File: config.mk
export PLATFORM = sky130hd
export DESIGN_NAME = forwarding_hazard_unit
export DESIGN_NICKNAME = d
export VERILOG_FILES = /design/src/rtl/forwarding_hazard_unit.sv
export SDC_FILE = /design/constraint.sdc
export NUM_CORES = 1
export LEC_CHECK = 0
export ABC_AREA = 1
export CAP_MARGIN = 20
export CORE_ASPECT_RATIO = 1.75
export CORE_MARGIN = 2
export CORE_UTILIZATION = 30
export CTS_CLUSTER_DIAMETER = 60
export DETAILED_ROUTE_END_ITERATION = 12
export PLACE_DENSITY = 0.53
export SLEW_MARGIN = 20
export SYNTH_ARGS = -nofsm -noshare
export SYNTH_HDL_FRONTEND = slang
export SYNTH_SLANG_ARGS = --single-unit
File: constraint.sdc
create_clock -name clk -period 4.2 [get_ports clk]
set_clock_uncertainty 0.1 [all_clocks]
set_input_delay 0.42 -clock clk [delete_from_list [all_inputs] [get_ports clk]]
set_output_delay 0.42 -clock clk [all_outputs]
set_load 0.01 [all_outputs]
File: src/rtl/forwarding_hazard_unit.sv
`default_nettype none
// ============================================================================
// Module      : forwarding_hazard_unit
// Description : Control side of the EX-stage operand forwarding for a 5-stage
//               MIPS pipeline. Keeps shadow copies of the EX/MEM and MEM/WB
//               destination info and drives the operand A/B forward selects.
//               Detects load-use hazards and drives the stall/bubble controls.
//               Keeps saturating stall and forward event counters.
// Ports       : clk, reset       - clock (rising edge), async active-high reset
//               id_rs/id_rt/id_valid
//                                 - source regs of the ID-stage instruction
//               ex_rs/ex_rt/ex_dst/ex_regwrite/ex_memread/ex_valid
//                                 - fields of the EX-stage instruction
//               flush             - branch/jump flush of IF/ID and ID/EX
//               forward_a/_b      - 00 ID/EX, 10 EX/MEM, 01 MEM/WB
//               stall, bubble     - hold PC + IF/ID, insert NOP into ID/EX
//               stall_count, fwd_count - saturating event counters
// Revision    : 1.0 - initial release
// ============================================================================
module forwarding_hazard_unit #(
    parameter int REG_ADDR_W        = 5,
    parameter int LOAD_STALL_CYCLES = 1,
    parameter int CNT_W             = 16
) (
    input  logic                  clk,
    input  logic                  reset,
    input  logic [REG_ADDR_W-1:0] id_rs,
    input  logic [REG_ADDR_W-1:0] id_rt,
    input  logic                  id_valid,
    input  logic [REG_ADDR_W-1:0] ex_rs,
    input  logic [REG_ADDR_W-1:0] ex_rt,
    input  logic [REG_ADDR_W-1:0] ex_dst,
    input  logic                  ex_regwrite,
    input  logic                  ex_memread,
    input  logic                  ex_valid,
    input  logic                  flush,
    output logic [1:0]            forward_a,
    output logic [1:0]            forward_b,
    output logic                  stall,
    output logic                  bubble,
    output logic [CNT_W-1:0]      stall_count,
    output logic [CNT_W-1:0]      fwd_count
);

    typedef enum logic [0:0] {
        IDLE = 1'b0,
        HOLD = 1'b1
    } state_t;

    localparam logic [1:0]       c_FWD_NONE  = 2'b00;
    localparam logic [1:0]       c_FWD_MEM   = 2'b10;
    localparam logic [1:0]       c_FWD_WB    = 2'b01;
    localparam logic             c_MULTI     = (LOAD_STALL_CYCLES > 1);
    localparam logic [2:0]       c_HOLD_INIT = 3'(LOAD_STALL_CYCLES - 1);
    localparam logic [CNT_W-1:0] c_CNT_ONE   = CNT_W'(1);

    logic [REG_ADDR_W-1:0] r_memDst;
    logic                  r_memWe;
    logic [REG_ADDR_W-1:0] r_wbDst;
    logic                  r_wbWe;
    state_t                r_state;
    logic [2:0]            r_rem;
    logic [CNT_W-1:0]      r_stallCnt;
    logic [CNT_W-1:0]      r_fwdCnt;

    logic [1:0]            w_fwdA;
    logic [1:0]            w_fwdB;
    logic                  w_hazard;
    logic                  w_stall;
    logic                  w_anyFwd;

    // Shadow destination pipe: always advances, independent of stall/flush,
    // because the real EX/MEM and MEM/WB registers are never frozen.
    always_ff @(posedge clk or posedge reset) begin
        if (reset) begin
            r_memDst <= '0;
            r_memWe  <= 1'b0;
            r_wbDst  <= '0;
            r_wbWe   <= 1'b0;
        end else begin
            r_memDst <= ex_dst;
            r_memWe  <= ex_regwrite & ex_valid;
            r_wbDst  <= r_memDst;
            r_wbWe   <= r_memWe;
        end
    end

    // Forward selects: the younger EX/MEM result wins over MEM/WB; r0 is
    // hard-wired zero and must never be forwarded.
    always_comb begin
        w_fwdA = c_FWD_NONE;
        w_fwdB = c_FWD_NONE;
        if (r_memWe && (r_memDst != '0) && (r_memDst == ex_rs)) begin
            w_fwdA = c_FWD_MEM;
        end else if (r_wbWe && (r_wbDst != '0) && (r_wbDst == ex_rs)) begin
            w_fwdA = c_FWD_WB;
        end
        if (r_memWe && (r_memDst != '0) && (r_memDst == ex_rt)) begin
            w_fwdB = c_FWD_MEM;
        end else if (r_wbWe && (r_wbDst != '0) && (r_wbDst == ex_rt)) begin
            w_fwdB = c_FWD_WB;
        end
    end

    assign w_hazard = id_valid & ex_valid & ex_memread & (ex_dst != '0)
                    & ((ex_dst == id_rs) | (ex_dst == id_rt));

    // Stall must react in the same cycle as the hazard, so it is decoded
    // from state and inputs rather than registered. Reset gates it directly
    // so an asynchronous reset drops the stall before the next edge.
    always_comb begin
        w_stall = 1'b0;
        if (!reset && !flush) begin
            if (r_state == HOLD) begin
                w_stall = 1'b1;
            end else begin
                w_stall = w_hazard;
            end
        end
    end

    // HOLD covers the extra cycles of a multi-cycle load; the first stall
    // cycle is always produced from IDLE.
    always_ff @(posedge clk or posedge reset) begin
        if (reset) begin
            r_state <= IDLE;
            r_rem   <= 3'd0;
        end else if (flush) begin
            r_state <= IDLE;
            r_rem   <= 3'd0;
        end else begin
            case (r_state)
                IDLE: begin
                    if (w_hazard && c_MULTI) begin
                        r_state <= HOLD;
                        r_rem   <= c_HOLD_INIT;
                    end
                end
                HOLD: begin
                    r_rem <= r_rem - 3'd1;
                    if (r_rem == 3'd1) begin
                        r_state <= IDLE;
                    end
                end
                default: begin
                    r_state <= IDLE;
                    r_rem   <= 3'd0;
                end
            endcase
        end
    end

    assign w_anyFwd = (w_fwdA != c_FWD_NONE) | (w_fwdB != c_FWD_NONE);

    always_ff @(posedge clk or posedge reset) begin
        if (reset) begin
            r_stallCnt <= '0;
            r_fwdCnt   <= '0;
        end else begin
            if (w_stall && (r_stallCnt != '1)) begin
                r_stallCnt <= r_stallCnt + c_CNT_ONE;
            end
            if (w_anyFwd && (r_fwdCnt != '1)) begin
                r_fwdCnt <= r_fwdCnt + c_CNT_ONE;
            end
        end
    end

    assign forward_a   = w_fwdA;
    assign forward_b   = w_fwdB;
    assign stall       = w_stall;
    assign bubble      = w_stall;
    assign stall_count = r_stallCnt;
    assign fwd_count   = r_fwdCnt;

endmodule
`default_nettype wire

==> run metrics <==
status finished clean; total gr overflow 0; Yosys cell types 27; Slew @ Worst Pin 0.606 ns; clock slew at reported path FFs around 0.06 ns; Non-Filler Instances 641; largest net degree at the start of global routing 32; Vias roughly 3.0k; post-route ant nets 0; Mapped Cells roughly 440; fmax 0.350 GHz; CTS tree yes; io pins 70; max_cap viols 0; Top delay family on crit path buffers and inverters; Power Total about 0.0011 W; most common cell after layout, fill and taps aside nand2_1; Setup CP Type input port to primary output; chip height roughly 140 um; Post-Route WL between 8000 and 9000 um; Mean Syn Cell Area approximately 6.9 um^2; Worst EP required 3.68 ns; DRC 0; max-slew violations 0; H-tree Lvls 2; Critical Path, Cell by Cell clkdlybuf4s50_1 -> nand2_1 -> inv_1 -> nor2_1 -> nor2_1 -> nand3_1 -> nand2_1 -> nand2_1 -> a21boi_0 -> clkdlybuf4s50_1; dpl cells about 630; mapped cell area roughly 3100 um^2; Setup crit end kind primary output; Initial Util between 30% and 40%; vias in the first global route 2952; Global Route Usage Sum 15.4%; most frequent cells in the layout 168 x nand2_1, 69 x clkdlybuf4s50_1, 53 x inv_1; CP dominant cell by count nand2_1; first-pass GRT wire length approximately 14000 um; full die area 11100 um^2; leakage about 2.0 nW; worst path bufs/invs 3; clk_lat worst skew ~0.29 ns; # rows 49; Buffers on Ports just under 70; syn nets 480; Area after DPL slightly below 4000 um^2; NumNets Final between 500 and 600; P&R area growth vs syn 31.7%; post-DR wirelength/cell 12.5 um; Post-CTS Setup Inserts 0; RSZ-0062 raised after global routing false; first-pass iteration count of the detailed router 4; post-layout min period approximately 2.9 ns; P per Cell Area ~270 nW/um^2; CP Launch Type input port; initial antenna violation count 0; Seq/Total Area, Yosys around two fifths; clock sinks 48; hold crit path type register to register; Antenna Cells 0; fraction of layout cells with a size suffix above 1 ~3.5%; Final setup viols 0; die width about 81 um; slew margin rel. around 60%; Synth Warn # 0; Reg-to-Reg Start fwd_count[0]; CTS buffer count 5; post-route setup TNS 0 ns; clock buffer depth 2; final hold violation count 0; Final Wtd Congestion between 0.8 and 0.9; crit-path max FO 6; Root Driver clkbuf_16; Worst EP arrival 2.33 ns; CP Launch Point ex_dst[0]; post-CTS sizing 0; Via-to-Cell Ratio around 4.6; 1st-iter DRT viols about 130; hold path start r_memWe; Worst path slowest cell clkdlybuf4s50_1; max incr delay on CP roughly 0.59 ns; Detail Placement HPWL just over 6000 um; core area between 10000 and 15000 um^2; Max VDD drop 0.000155 V; Final period util between 60 and 70%; flops & latches, synth 48; final instance area 4050 um^2; cts hold-fix bufs 0
report_power, final:
group | total, W | internal (W) | switching, W
Sequential | 0.000512 | 0.000485 | 0.0000273
Combinational | 0.000181 | 0.0000915 | 0.0000892
Clock | 0.000408 | 0.000238 | 0.000170
Total | 0.00110 | 0.000814 | 0.000286
synthesized netlist by cell type, drive strengths merged:
cell type	n	area [um^2]
nand2	172	661
inv	54	203
dfrtp	48	1200
nor2	48	190
nand3	38	190
nand4	23	159
xnor2	18	158
xor2	12	105
buf	7	45.0
o21ai	6	30.0
nor3	5	36.3
ha	4	50.1
clkbuf	3	11.3
a211oi	2	15.0
a21oi	2	10.0
a21boi	1	7.51
nand3b	1	7.51
worst paths after layout:
path                           endpoint  slack (ns)  depth (start not counted)
max reg2reg                fwd_count[1]        2.14                          9
max                              bubble        1.35                         10
max in group asynchronous    r_wbDst[3]        3.09                          3
min in group asynchronous      r_rem[1]        0.39                          2
min                              r_wbWe        0.28                          0
min reg2reg                      r_wbWe        0.28                          0
flip-flops by register name, indices dropped and copies added, names as in the netlist:
name	cells
r_memWe	1
stall_count	16
r_wbDst	5
r_state	1
fwd_count	16
r_rem	3
r_wbWe	1
r_memDst	5
layout make-up:
type	count	area, um^2
clock buffer	8	146
fill	1091	6060
inverter	54	203
multi-input combinational	332	1620
sequential	48	1200
tap	127	159
timing repair buffer	72	726
kinds of logic (layout without fill, tap and decap cells):
| group | after synthesis | after routing | share of synthesized area, % |
|---|---|---|---|
| AOI/OAI and AO/OA | 11 | 11 | 2.03 |
| buffers and inverters | 64 | 134 | 8.41 |
| DFF | 48 | 48 | 39.0 |
| xor gates and xnor gates | 30 | 30 | 8.53 |
| and+or+nand+nor | 287 | 287 | 40.4 |
| adders and majority gates | 4 | 4 | 1.63 |
layer usage:
metal	vias to the layer above	track usage, %	part of all wire, %
met1	1367	18.4	40
met2	70	27.7	54
li1	1521	-	-
met5	-	0	0
met3	11	2.22	3.8
met4	0	5.08	1.9
through the flow:
stage	hold WS (ns)	util [%]	setup WS, ns
after floorplan	0.248	-	2.28
after global placement	0.263	38.4	1.34
after detailed placement	0.271	38.6	1.34
after CTS	0.287	40.1	1.32
after global routing	0.304	40.1	1.15
final	0.281	40.1	1.35
Power figures use the tool's default switching activity.
